<file path="config.mk">
export PLATFORM = sky130hd
export DESIGN_NAME = ext_pipe
export DESIGN_NICKNAME = d
export VERILOG_FILES = /design/src/rtl/ext_pkg.sv /design/src/rtl/ext_core.sv /design/src/rtl/ext_pipe.sv
export SDC_FILE = /design/constraint.sdc
export NUM_CORES = 1
export LEC_CHECK = 0
export BUFFER_PORTS_ARGS = -buffer_cell sky130_fd_sc_hd__buf_2
export CORE_MARGIN = 2
export CORE_UTILIZATION = 49
export DETAILED_ROUTE_END_ITERATION = 10
export GPL_ROUTABILITY_DRIVEN = 0
export PLACE_DENSITY = 0.81
export SYNTH_ARGS = -nofsm -noshare
export SYNTH_HDL_FRONTEND = slang
export SYNTH_SLANG_ARGS = --single-unit
</file>
<file path="constraint.sdc">
create_clock -name clk -period 1.7 [get_ports clk]
set_clock_uncertainty 0.05 [all_clocks]
set_input_delay 0.17 -clock clk [delete_from_list [all_inputs] [get_ports clk]]
set_output_delay 0.17 -clock clk [all_outputs]
set_load 0.02 [all_outputs]
</file>
<file path="src/rtl/ext_pkg.sv">
// ext_pkg: mode codes and lane sizes shared by the extend unit.
// Misalignment checking is enabled by defining EXT_MISALIGN_CHK_EN.
package ext_pkg;

    localparam int EXT_MODE_W = 4;

    typedef logic [EXT_MODE_W-1:0] ext_mode_t;

    localparam ext_mode_t EXT_ZERO = 4'd0;
    localparam ext_mode_t EXT_SIGN = 4'd1;
    localparam ext_mode_t EXT_LUI  = 4'd2;
    localparam ext_mode_t EXT_LB   = 4'd3;
    localparam ext_mode_t EXT_LBU  = 4'd4;
    localparam ext_mode_t EXT_LH   = 4'd5;
    localparam ext_mode_t EXT_LHU  = 4'd6;
    localparam ext_mode_t EXT_LW   = 4'd7;

    localparam int BYTE_W = 8;
    localparam int HALF_W = 16;
    localparam int WORD_W = 32;

endpackage

</file>
<file path="src/rtl/ext_core.sv">
// ext_core: combinational mode decode, load-lane select and extension.
// Address error output is live only when EXT_MISALIGN_CHK_EN is defined.
module ext_core
    import ext_pkg::*;
#(
    parameter int DATA_W = 32,
    parameter int IMM_W  = 16,
    localparam int OFF_W = $clog2(DATA_W/8)
) (
    input  logic [EXT_MODE_W-1:0] mode,
    input  logic [IMM_W-1:0]      imm,
    input  logic [DATA_W-1:0]     data,
    input  logic [OFF_W-1:0]      off,
    output logic [DATA_W-1:0]     result,
    output logic                  err
);

    // Half and word lanes ignore the low offset bits.
    logic [OFF_W-1:0]    hoff;
    logic [OFF_W-1:0]    woff;
    logic [BYTE_W-1:0]   lb;
    logic [HALF_W-1:0]   lh;
    logic [WORD_W-1:0]   lw;
    logic [2*IMM_W-1:0]  upper;
    logic [DATA_W-1:0]   res;

    assign hoff  = off & ~OFF_W'(1);
    assign woff  = off & ~OFF_W'(3);
    assign lb    = BYTE_W'(data >> {off, 3'b000});
    assign lh    = HALF_W'(data >> {hoff, 3'b000});
    assign lw    = WORD_W'(data >> {woff, 3'b000});
    assign upper = {imm, {IMM_W{1'b0}}};

    always_comb begin
        res = '0;
        unique case (mode)
            EXT_ZERO: res = DATA_W'(imm);
            EXT_SIGN: res = DATA_W'($signed(imm));
            EXT_LUI:  res = DATA_W'($signed(upper));
            EXT_LB:   res = DATA_W'($signed(lb));
            EXT_LBU:  res = DATA_W'(lb);
            EXT_LH:   res = DATA_W'($signed(lh));
            EXT_LHU:  res = DATA_W'(lh);
            EXT_LW:   res = DATA_W'($signed(lw));
            default:  res = '0;
        endcase
    end

`ifdef EXT_MISALIGN_CHK_EN
    logic misal;

    always_comb begin
        misal = 1'b0;
        unique case (mode)
            EXT_ZERO, EXT_SIGN, EXT_LUI,
            EXT_LB, EXT_LBU: misal = 1'b0;
            EXT_LH, EXT_LHU: misal = off[0];
            EXT_LW:          misal = |off[1:0];
            default:         misal = 1'b1;
        endcase
    end

    assign err    = misal;
    assign result = misal ? '0 : res;
`else
    assign err    = 1'b0;
    assign result = res;
`endif

endmodule

</file>
<file path="src/rtl/ext_pipe.sv">
// ext_pipe: one valid/ready register stage around ext_core with flush.
// Optional address error checking via EXT_MISALIGN_CHK_EN.
module ext_pipe
    import ext_pkg::*;
#(
    parameter int DATA_W = 32,
    parameter int IMM_W  = 16,
    parameter int TAG_W  = 5,
    localparam int OFF_W = $clog2(DATA_W/8)
) (
    input  logic                  clk,
    input  logic                  reset,
    input  logic                  in_valid,
    output logic                  in_ready,
    input  logic [EXT_MODE_W-1:0] in_mode,
    input  logic [IMM_W-1:0]      in_imm,
    input  logic [DATA_W-1:0]     in_data,
    input  logic [OFF_W-1:0]      in_off,
    input  logic [TAG_W-1:0]      in_tag,
    input  logic                  flush,
    output logic                  out_valid,
    input  logic                  out_ready,
    output logic [DATA_W-1:0]     out_data,
    output logic [TAG_W-1:0]      out_tag,
    output logic                  out_err
);

    logic              accept;
    logic [DATA_W-1:0] core_data;
    logic              core_err;

    ext_core #(
        .DATA_W (DATA_W),
        .IMM_W  (IMM_W)
    ) u_core (
        .mode   (in_mode),
        .imm    (in_imm),
        .data   (in_data),
        .off    (in_off),
        .result (core_data),
        .err    (core_err)
    );

    assign in_ready = !out_valid || out_ready;
    assign accept   = in_valid && in_ready && !flush;

    always_ff @(posedge clk or negedge reset) begin
        if (!reset) begin
            out_valid <= 1'b0;
            out_data  <= '0;
            out_tag   <= '0;
            out_err   <= 1'b0;
        end else if (flush) begin
            out_valid <= 1'b0;
        end else if (accept) begin
            out_valid <= 1'b1;
            out_data  <= core_data;
            out_tag   <= in_tag;
            out_err   <= core_err;
        end else if (out_ready) begin
            out_valid <= 1'b0;
        end
    end

endmodule

</file>
---- Word-level counts from Yosys, hierarchy flattened ----
Index checks and enable logic that the tools add are counted.
word-level totals
  flip-flop bits (word level) ............. 38
  memories kept ........................... 0
  bits in latches ......................... 0
  input bits .............................. 64
  word-level logic and storage cells ...... 25
  output and inout port bits .............. 40
  RAM bits ................................ 0
  ROM bits ................................ 0
cells by class
  $lt $le $gt $ge ......................... 0
  divide/modulo/power cells ............... 0
  $add $sub $neg .......................... 0
  reductions and logical operators ........ 8
  multipliers ............................. 0
  bitwise operators ....................... 1
  shifts and indexed selects .............. 2
  equality and inequality tests ........... 7
  muxes and demuxes ....................... 4
operator list
  operator                                       count
  one-hot mux 32 bit (8 select lines)            1
  right shift 32 x 5 -> 16 bit                   1
  right shift 32 x 5 -> 8 bit                    1
  == test 4 x 3 -> 1 bit, second input constant  4
  == test 4 x 2 -> 1 bit, second input constant  2
  == test 4 x 1 -> 1 bit, second input constant  1
  zero test 4 bit                                1
  2-to-1 mux 1 bit                               3
  nonzero test 3 bit                             1
  logical AND 1 bit                              2
  zero test 1 bit                                2
  AND reduction 2 bit                            1
  logical OR 1 bit                               1
  NOT 1 bit                                      1

---- Depth between registers and ports, before layout ----
Gate-level depths: netlist of run 1.
  word-level depth ........................ 6
  mapped depth ............................ 7

---- Modules after synthesis ----
From an unflattened synthesis of run 1, not the netlist that was laid out.
unflattened totals
  cell total of the unflattened synthesis .. 243
  area total of the unflattened synthesis .. 2,745.1 sq um
by module, submodules not included
  module    cells each  seq. area each (sq um)  area each (sq um)  instances
  ext_pipe  86          975.9                   1,581.5            1
  ext_core  157         0.0                     1,163.6            1

---- Worst setup path after synthesis of run 1 ----
No wires, ideal clock.
  kind .................................... register to register
  from .................................... register out_valid
  to ...................................... register out_data[21]
  setup slack ............................. -0.104 ns
  cell stages (with the launch flop) ...... 8
  buffers on the path ..................... 2
  arrival time ............................ 1.625 ns
  library setup time ...................... 0.129 ns
  cell sequence ........................... dfrtp_1 nor2b_1 inv_1 nand2_1 and4bb_1 buf_6 buf_12 a31oi_4
between the ends
  cells in the longest elaborated chain, start to end .. 5
RTL lines
  what                                  line            RTL
  start, declared                       ext_pipe.sv:21  output logic out_valid,
  start signal, assigned                ext_pipe.sv:49  out_valid <= 1'b0;
  start signal, assigned                ext_pipe.sv:54  out_valid <= 1'b0;
  start signal, assigned                ext_pipe.sv:56  out_valid <= 1'b1;
  zero test 1 bit                       ext_pipe.sv:44  assign in_ready = !out_valid || out_ready;
  logical OR 1 bit                      ext_pipe.sv:44
  named net in_ready                    ext_pipe.sv:14  output logic in_ready,
  logical AND 1 bit (2 in a row)        ext_pipe.sv:45  assign accept = in_valid && in_ready && !flush;
  AND reduction 2 bit (no source line)  -
  end signal, assigned                  ext_pipe.sv:57  out_data <= core_data;
  end, declared                         ext_pipe.sv:23  output logic [DATA_W-1:0] out_data,
The timed path passes the listed nets, and every way through them passes these cells.
A chain may end at the register's enable or synchronous reset.

---- Final worst setup path of run 1 ----
  from .................................... input flush
  to ...................................... register out_data[30]
between the ends
  cells in the longest elaborated chain, start to end .. 3
  elaborated cells between the ends (all ways) .. 4
  those cells by class .................... bitwise: 1; reduce/logical: 3
RTL lines
  what                                    line            RTL
  start, declared                         ext_pipe.sv:20  input logic flush,
  zero test 1 bit                         ext_pipe.sv:45
  logical AND 1 bit                       ext_pipe.sv:45
  AND reduction 2 bit (no source line) *  -
Mark *: on every way between the ends. The rest lies on a longest branch, timed or not.

==> results of run 1 <==
==> cell usage in the layout (no fill, tap or decap), drive strengths merged, types with 3 or more instances in the layout <==
master	n
nand2	4
inv	3
a31oi	17
a21oi	40
dfrtp	38
a32o	7
mux2	20
nor2	3
nand3b	16
o21ai	10
clkbuf	6
o211ai	7
a22oi	8
nand3	17
nor2b	4
and4bb	3
buf	114
a221o	7
==> metal layers <==
layer  part of all wire, %  wire length, microns  GRT usage [%]  vias to the layer above
met5                     0                     0              0                        -
met4                   1.7                   126           8.36                        0
met3                   6.4                   470           3.55                       16
met2                    51                  3790           44.2                      122
met1                    41                  2990           29.9                     1195
li1                      -                     -              -                     1150
==> worst register-to-register path: stages, from the launching register on <==
cell and delay (ns):
dfrtp_1 0.38, nor2b_2 0.17, inv_2 0.07, nand2_2 0.07, and4bb_1 0.32, buf_12 0.20
a31oi_1 0.12
==> metrics by stage <==
step | worst slack (ns) | area, sq um | power [uW] | std cells
after floorplan | 0.0297 | 2570 | 1620 | 248
after global routing | 0.0445 | 3300 | 3000 | 415
final | 0.104 | 3300 | 2890 | 415
after detailed placement | 0.0739 | 3140 | 1940 | 405
after CTS | 0.0439 | 3300 | 2900 | 415
after global placement | 0.108 | 3140 | 1920 | 405
==> kinds of logic after synthesis <==
group | Yosys count | share of synthesized area (%)
buf+inv | 30 | 6.59
xor+xnor | 1 | 0.342
mux | 22 | 10.0
compound gates | 99 | 30.8
other cells | 1 | 0.146
flops | 38 | 37.1
simple gates | 57 | 15.0
==> timing repair <==
item	4_1_cts	5_1_grt
resized for setup	0	1
buffers inserted	0	0
hold buffers	2	0
endpoints found under the setup margin	0	3
endpoints found under the hold margin	39	0
==> worst paths after layout <==
check / from / end / slack, ns / depth (start not counted)
worst min-delay path: in_tag[4] / out_tag[4]$_DFFE_PN0P_ / 0.05 / 2
max in group asynchronous: reset / out_data[14]$_DFFE_PN0P_ / 0.84 / 3
worst min register to register: out_data[9]$_DFFE_PN0P_ / out_data[9]$_DFFE_PN0P_ / 0.45 / 2
worst max-delay path: flush / out_data[30]$_DFFE_PN0P_ / 0.10 / 7
worst max register to register: out_valid$_DFFE_PN0P_ / out_data[30]$_DFFE_PN0P_ / 0.19 / 6
min in group asynchronous: reset / out_tag[4]$_DFFE_PN0P_ / 0.40 / 3
==> power groups by stage <==
stage / Clock, uW / Sequential (uW) / Combinational [uW]
final: 964 / 1090 / 839
after global routing: 1000 / 1100 / 897
after CTS: 971 / 1090 / 837
after detailed placement: 0 / 1110 / 830
after global placement: 0 / 1100 / 814
after floorplan: 0 / 1250 / 364
==> layout make-up <==
type                    instances  area, sq um
flip-flops and latches         38          951
multi-input cells             180         1450
clock buffers                   6         82.6
inverters                       3         11.3
fillers                       435         1770
clock inverters                 2         60.1
repair buffers                116          658
well taps                      70         87.6
==> state kept, by name, indices dropped and copies added (netlist names) <==
| register | count |
|---|---|
| out_tag | 5 |
| out_valid | 1 |
| out_data | 32 |
==> results.md, run 1 <==
* Maximum VDD drop at 0.000475 V
* Nets at 408
* Min Hold Slack at 0.0519 ns
* PortBufs at 102
* Clk pwr share at 33.3%
* Cell taking the most area after synthesis: dfrtp_1
* # Max-Cap Violations at 0
* Die height at 76.4 microns
* Crit path largest cell delay at 0.53 ns
* Number of core rows at 26
* Max Slew Vio Count at 0
* Cell with the most instances after synthesis: a21oi_1
* CP max-delay cell: dlygate4sd3_1
* HP Class: primary input to register
* FFs w/ async S/R, synth at 100%
* Clock slew at reported path FFs at 0.08 ns
* Final setup fails at 0
* Syn_nets at 312
* Post-DP HPWL at 5340 microns
* CTS tree: built
* #FFs+latches synth at 38
* Root buf cell: clkbuf_8
* CP Capture Type: register
* Post-synth EDFFs at 0
* Sequential share of power at 37.7%
* Switching share of power at 31.0%
* Drt pass-1 iters at 5
* Number of global-route vias before repair at 2,378
* Crit-path cells: dlygate4sd3_1 > buf_2 > nor2b_2 > nand2_2 > and4bb_1 > buf_12 > a31oi_1
* Synth unique cells at 39
* Critical path peak fanout at 16
* Antenna violations before repair at 0
* Syn_area_per_cell at 10.3 sq um
* CP Launch Type: primary input
* Die Footprint at 5830 sq um
* Total GRT Usage at 24.5%
* CTS buffer count at 5
* Grt ovf at 0
* LEAKAGE at 0.00145 uW
* Final Hold Fails at 0
* Chip width at 76.4 microns
* Layout cell share with drive strength beyond 1 at 47.2%
* Buffers and inverters on the worst path at 3
* Crit path time final at 1.60 ns
* Worst Tran Pin Value at 0.620 ns
* Ys Warns at 0
* First-pass GRT wire length at 11,400 microns
* Main synth FF type: dfrtp_1
* Cell count after synthesis at 248
* Number of diodes at 0
* Via density at 5.98
* Power Dens Cells at 876 nW/um^2
* Area grow syn2layout at 28.8%
* Routed len/inst at 17.8 microns
* Period Utilization, post-route at 93.9%
* Outcome: finished clean
* Worst-Skew Late Latency at 0.29 ns
* Comb power frac at 29.0%
* Detailed-route via count at 2,483
* Core region area at 5070 sq um
* NetSw at 896 uW
* CTS sink count at 38
* Final TNS setup at 0 ns
* Initial core utilization at 50.5%
* Final core occ at 65.1%
* Relative max-transition margin at 58.6%
* I/O pin count at 104
* Critical path class: primary input to register
* Final ANT Viol Nets at 0
* Critical path data arrival time at 1.71 ns
* Mapped Area at 2560 sq um
* Initial DRC Count at 204
* Cell family with most CP delay: buffers and inverters
* H-tree levels at 2
* Fmax at 627 MHz
* CTS max path bufs at 2
* Synth top area cells: dfrtp_1 (37%), mux2_2 (8.8%), a31oi_4 (8.3%)
* Share of the synthesized area in the top cell type at 37.1%
* Req. time, crit path at 1.82 ns
* DRC Markers at 0
* Largest net degree at the start of global routing at 53
* Pint at 2000 uW
* Share of the yosys chip area belonging to registers at 37.1%
* Drt total wl at 7370 microns
* Unrepaired setup endpoints after global routing: no
* Most frequent cells after synthesis: a21oi_1 (40), dfrtp_1 (38), mux2_2 (20)
Note: power is estimated with default switching activity, not from simulation.
==> run 2, diff against run 1 <==
- CORE_UTILIZATION: 49 -> 50
- SYNTH_HIERARCHICAL: default -> 1
==> results.md, run 2 <==
* Number of global-route vias before repair at 2,361
* Crit-path cells: buf_2 > nor2_1 > a22o_1 > a21oi_1 > o22ai_1 > mux2_4
* Post-CTS Setup Bufs at 0
* CTS tree: built
* Critical path class: primary input to register
* Critical path data arrival time at 1.78 ns
* Area grow syn2layout at 27.1%
* Die Footprint at 6100 sq um
* Initial DRC Count at 302
* Total GRT Usage at 25.0%
* Chip width at 78.1 microns
* Cell count after synthesis at 243
* Critical path peak fanout at 16
* H-tree levels at 2
* CTS max path bufs at 2
* #FFs+latches synth at 39
* Synth top area cells: dfrtp_1 (36%), mux2_2 (13%), mux2_4 (11%)
* Cell family with most CP delay: simple AND/OR/NAND/NOR gates
* Area post-placement at 3370 sq um
* Area occupied by multi-input gates at 1600 sq um
* Grt ovf at 0
* I/O pin count at 104
* Syn_area_per_cell at 11.3 sq um
* CP Capture Type: register
* Number of flip-flops in the largest register at 32
* CP max-delay cell: nor2_1
* Crit path largest cell delay at 0.84 ns
* # Max-Cap Violations at 0
* Min Hold Slack at 0.0180 ns
* Routed len/inst at 18.1 microns
* First-pass GRT wire length at 12,000 microns
* Number of core rows at 26
* Post-DP HPWL at 5560 microns
* Drt total wl at 7550 microns
* Layout cell share with drive strength beyond 1 at 58.0%
* Final setup fails at 0
* Buffers and inverters on the worst path at 1
* Die height at 78.1 microns
* HP Class: primary input to register
* Unrepaired setup endpoints after global routing: no
* Cell taking the most area after synthesis: dfrtp_1
* Top Registers: out_data x32, out_tag x5
* Main synth FF type: dfrtp_1
* Drt pass-1 iters at 5
* Post-synth EDFFs at 0
* Largest net degree at the start of global routing at 40
* Final TNS setup at 0 ns
* Outcome: finished clean
* Filler cells at 420
* Antenna violations before repair at 0
* Synth unique cells at 39
* Relative max-transition margin at 25.6%
* Power Dens Cells at 846 nW/um^2
* Max Slew Vio Count at 0
* Nets at 411
* Mapped Area at 2750 sq um
* DRC Markers at 0
* Design area at 3490 sq um
* Crit path time final at 1.60 ns
* CP Launch Type: primary input
* PortBufs at 103
* Clock slew at reported path FFs at 0.08 ns
* Root buf cell: clkbuf_8
* Worst Tran Pin Value at 1.11 ns
* Fmax at 626 MHz
* CTS sink count at 39
* Period Utilization, post-route at 94.0%
* Ys Warns at 6
* Req. time, crit path at 1.89 ns
* FFs w/ async S/R, synth at 100%
* Power Total at 2950 uW
* Seq. cell area at 976 sq um
* LEAKAGE at 0.00172 uW
* Share of the yosys chip area belonging to registers at 35.6%
* Via density at 6.01
* Final ANT Viol Nets at 0
* Most frequent cells after synthesis: dfrtp_1 (39), mux2_2 (32), a22oi_1 (23)
* Most frequent cells in the layout: buf_2 (103), dfrtp_1 (39), mux2_2 (27), mux2_4 (26), a22oi_1 (23)
* Detailed-route via count at 2,511
* Core region area at 5200 sq um
* Biggest register: out_data
* Maximum VDD drop at 0.000474 V
* Cell with the most instances after synthesis: dfrtp_1
* Share of the synthesized area in the top cell type at 35.6%
* Final Hold Fails at 0
* Worst-Skew Late Latency at 0.29 ns
* Initial core utilization at 52.7%
* Most common cell after layout, fill and taps aside: buf_2
* CTS buffer count at 5
* Number of diodes at 0
* Syn_nets at 307
[run 2: area by class of cell]
| type | count | area share [%] |
|---|---|---|
| multi-input cells | 176 | 45.9 |
| flip-flops and latches | 39 | 28.0 |
| repair buffers | 123 | 20.2 |
| well taps | 70 | 2.51 |
| clock buffers | 5 | 1.97 |
| clock inverters | 3 | 1.25 |
| inverters | 2 | 0.215 |
[run 2: logic make-up after synthesis]
group / synth area share, %
compound gates: 24.0
mux: 25.8
flops: 35.6
simple gates: 7.07
buf+inv: 6.84
xor+xnor: 0.593
other cells: 0.137
[run 2: power by group]
| part | total (uW) | switching [uW] | leakage [uW] | internal [uW] |
|---|---|---|---|---|
| logic | 1040 | 547 | 0.00116 | 488 |
| clock network | 772 | 335 | 0.0000581 | 437 |
| registers | 1140 | 76.2 | 0.000505 | 1070 |
| total | 2950 | 959 | 0.00172 | 1990 |
[run 2: through the flow]
step | util (%) | setup WS [ns] | cells
floorplan | - | 0.000223 | 243
global placement | 64.7 | -0.136 | 409
detailed placement | 64.7 | -0.184 | 409
CTS | 67.0 | 0.0933 | 418
global route | 67.0 | 0.0302 | 418
finish | 67.0 | 0.101 | 418
[run 2: timing repair]
action / in CTS / in global routing
gates resized for setup: 0 / 0
hold buffers: 1 / 0
hold endpoints to repair: 39 / 0
[run 2: worst paths after layout]
check | cells after the start | slack [ns] | start | end
setup / recovery | 6 | 0.10 | in_mode[2] | out_data[7]$_DFFE_PN0P_
hold / removal | 2 | 0.02 | flush | out_valid$_DFFE_PN0P_
setup reg to reg | 4 | 0.16 | out_valid$_DFFE_PN0P_ | out_data[22]$_DFFE_PN0P_
hold reg to reg | 1 | 0.46 | out_tag[3]$_DFFE_PN0P_ | out_tag[3]$_DFFE_PN0P_
max in group asynchronous | 3 | 0.84 | reset | out_data[25]$_DFFE_PN0P_
min in group asynchronous | 3 | 0.42 | reset | out_data[8]$_DFFE_PN0P_
[run 2: worst reg2reg max path: stages, from the launching register on]
cell and delay [ns]:
dfrtp_1 0.39, nor2b_4 0.14, nor3b_4 0.22, buf_4 0.27, mux2_2 0.36
[run 2: metal layers]
layer  global-route usage [%]  part of all wire [%]  wire length (microns)  vias up
met2                     40.0                    46                   3490      168
met5                        0                     0                      0        -
li1                         -                     -                      -     1143
met3                     5.06                    10                    761       23
met1                     34.6                    42                   3160     1177
met4                     7.02                   1.9                    141        0
==> run 3, diff against run 2 <==
- CORE_MARGIN: 2 -> 1.5
- CORE_UTILIZATION: 50 -> 35
- PLACE_DENSITY: 0.81 -> 0.6
==> results.md, run 3 (same netlist as run 2, synthesis figures left out) <==
* Largest net degree at the start of global routing at 35
* Busiest grt layer: met2
* Initial DRC Count at 189
* Period Utilization, post-route at 93.2%
* Post-DP HPWL at 6240 microns
* Crit path time final at 1.58 ns
* Area grow syn2layout at 31.5%
* Area post-placement at 3460 sq um
* Grt ovf at 0
* Relative max-transition margin at 51.6%
* Routed len/inst at 18.1 microns
* Maximum VDD drop at 0.000528 V
* Total GRT Usage at 20.0%
* Unrepaired setup endpoints after global routing: no
* # Max-Cap Violations at 0
* Cell family with most CP delay: compound AO/OA/AOI/OAI gates
* I/O pin count at 104
* Via density at 5.26
* Worst Tran Pin Value at 0.726 ns
* First-pass GRT wire length at 13,000 microns
* Initial core utilization at 35.9%
* CP Capture Type: register
* Final Hold Fails at 0
* CTS sink count at 39
* Clock slew at reported path FFs at 0.08 ns
* Worst-Skew Late Latency at 0.29 ns
* PortBufs at 103
* Most frequent cells in the layout: buf_2 (103), dfrtp_1 (39), mux2_2 (27), mux2_4 (26), a22oi_1 (23)
* Drt pass-1 iters at 4
* Die height at 91.6 microns
* H-tree levels at 2
* Power Dens Cells at 866 nW/um^2
* Met1 GRT Util at 27.4%
* Top Registers: out_data x32, out_tag x5
* Number of core rows at 32
* Antenna violations before repair at 0
* Critical path peak fanout at 23
* Pre-CTS setup slack at -0.213 ns
* Req. time, crit path at 1.83 ns
* Die Footprint at 8380 sq um
* CTS tree: built
* Final setup fails at 0
* Critical path data arrival time at 1.72 ns
* Layout cell share with drive strength beyond 1 at 58.8%
* CP max-delay cell: a221o_1
* CTS buffer count at 5
* Drt total wl at 8250 microns
* Biggest register: out_data
* Met3 GRT Util at 4.10%
* DRC Markers at 0
* Crit path largest cell delay at 0.40 ns
* Most common cell after layout, fill and taps aside: buf_2
* Fmax at 631 MHz
* Placed cell count at 447
* Final core occ at 47.2%
* Number of global-route vias before repair at 2,450
* Nets at 417
* CP Launch Type: primary input
* Final WS setup at 0.116 ns
* HP Class: primary input to register
* Max Slew Vio Count at 0
* Core region area at 7650 sq um
* Number of flip-flops in the largest register at 32
* Final ANT Viol Nets at 0
* Critical path class: primary input to register
* Design area at 3610 sq um
* Root buf cell: clkbuf_8
* Chip width at 91.6 microns
* Detailed-route via count at 2,398
* Number of diodes at 0
* CTS max path bufs at 2
* Met2 Usage GRT at 32.8%
* Finished Layout Cells at 456
* Outcome: finished clean
* Crit-path cells: buf_2 > buf_4 > nand3b_1 > o21ai_1 > and3b_1 > a221o_1 > mux2_2
* Buffers and inverters on the worst path at 2
* LEAKAGE at 0.00176 uW
[run 3: power by group]
part           internal (uW)  leakage [uW]  switching [uW]
sequential              1070      0.000505            83.5
clock                    587     0.0000654             341
combinational            498       0.00119             549
total                   2150       0.00176             973
[run 3: stage by stage]
step / hold slack [ns] / setup TNS, ns / power [uW]
final: 0.0267 / 0 / 3130
after detailed placement: 0.187 / -2.83 / 2220
after floorplan: -0.176 / 0 / 1820
after global routing: 0.0382 / 0 / 3280
after CTS: 0.0190 / 0 / 3150
after global placement: 0.190 / -2.55 / 2210
[run 3: final cells by class]
class                   instances  area [sq um]
clock buffers                   6          72.6
clock inverters                 2          60.1
fillers                       753          4040
inverters                       2          7.51
well taps                     102           128
multi-input cells             176          1600
flip-flops and latches         39           976
repair buffers                129           763
[run 3: worst register-to-register path: cells and delay by family (launching register included)]
kind          cells  cell delay (ns)
mux               1             0.39
flops             1             0.38
simple gates      2             0.40
buf+inv           1             0.26
[run 3: worst paths after layout]
check | from | to | slack (ns) | cells after the start
setup / recovery | in_mode[1] | out_data[0]$_DFFE_PN0P_ | 0.12 | 7
hold / removal | flush | out_valid$_DFFE_PN0P_ | 0.03 | 2
setup reg to reg | out_valid$_DFFE_PN0P_ | out_data[28]$_DFFE_PN0P_ | 0.13 | 4
hold reg to reg | out_tag[2]$_DFFE_PN0P_ | out_tag[2]$_DFFE_PN0P_ | 0.46 | 1
max in group asynchronous | reset | out_data[8]$_DFFE_PN0P_ | 0.65 | 3
min in group asynchronous | reset | out_data[15]$_DFFE_PN0P_ | 0.38 | 2
[run 3: timing repair]
| action | CTS | global route |
|---|---|---|
| endpoints found under the hold margin | 26 | 0 |
| buffers inserted | 0 | 0 |
| hold buffers | 1 | 0 |
| resized for setup | 0 | 1 |
| setup endpoints to repair | 0 | 1 |
[run 3: layer usage]
metal  wire length [microns]  vias to the layer above
met5                       0                        -
met4                      19                        0
met3                     555                        2
met2                    3880                       95
met1                    3790                     1150
li1                        -                     1151
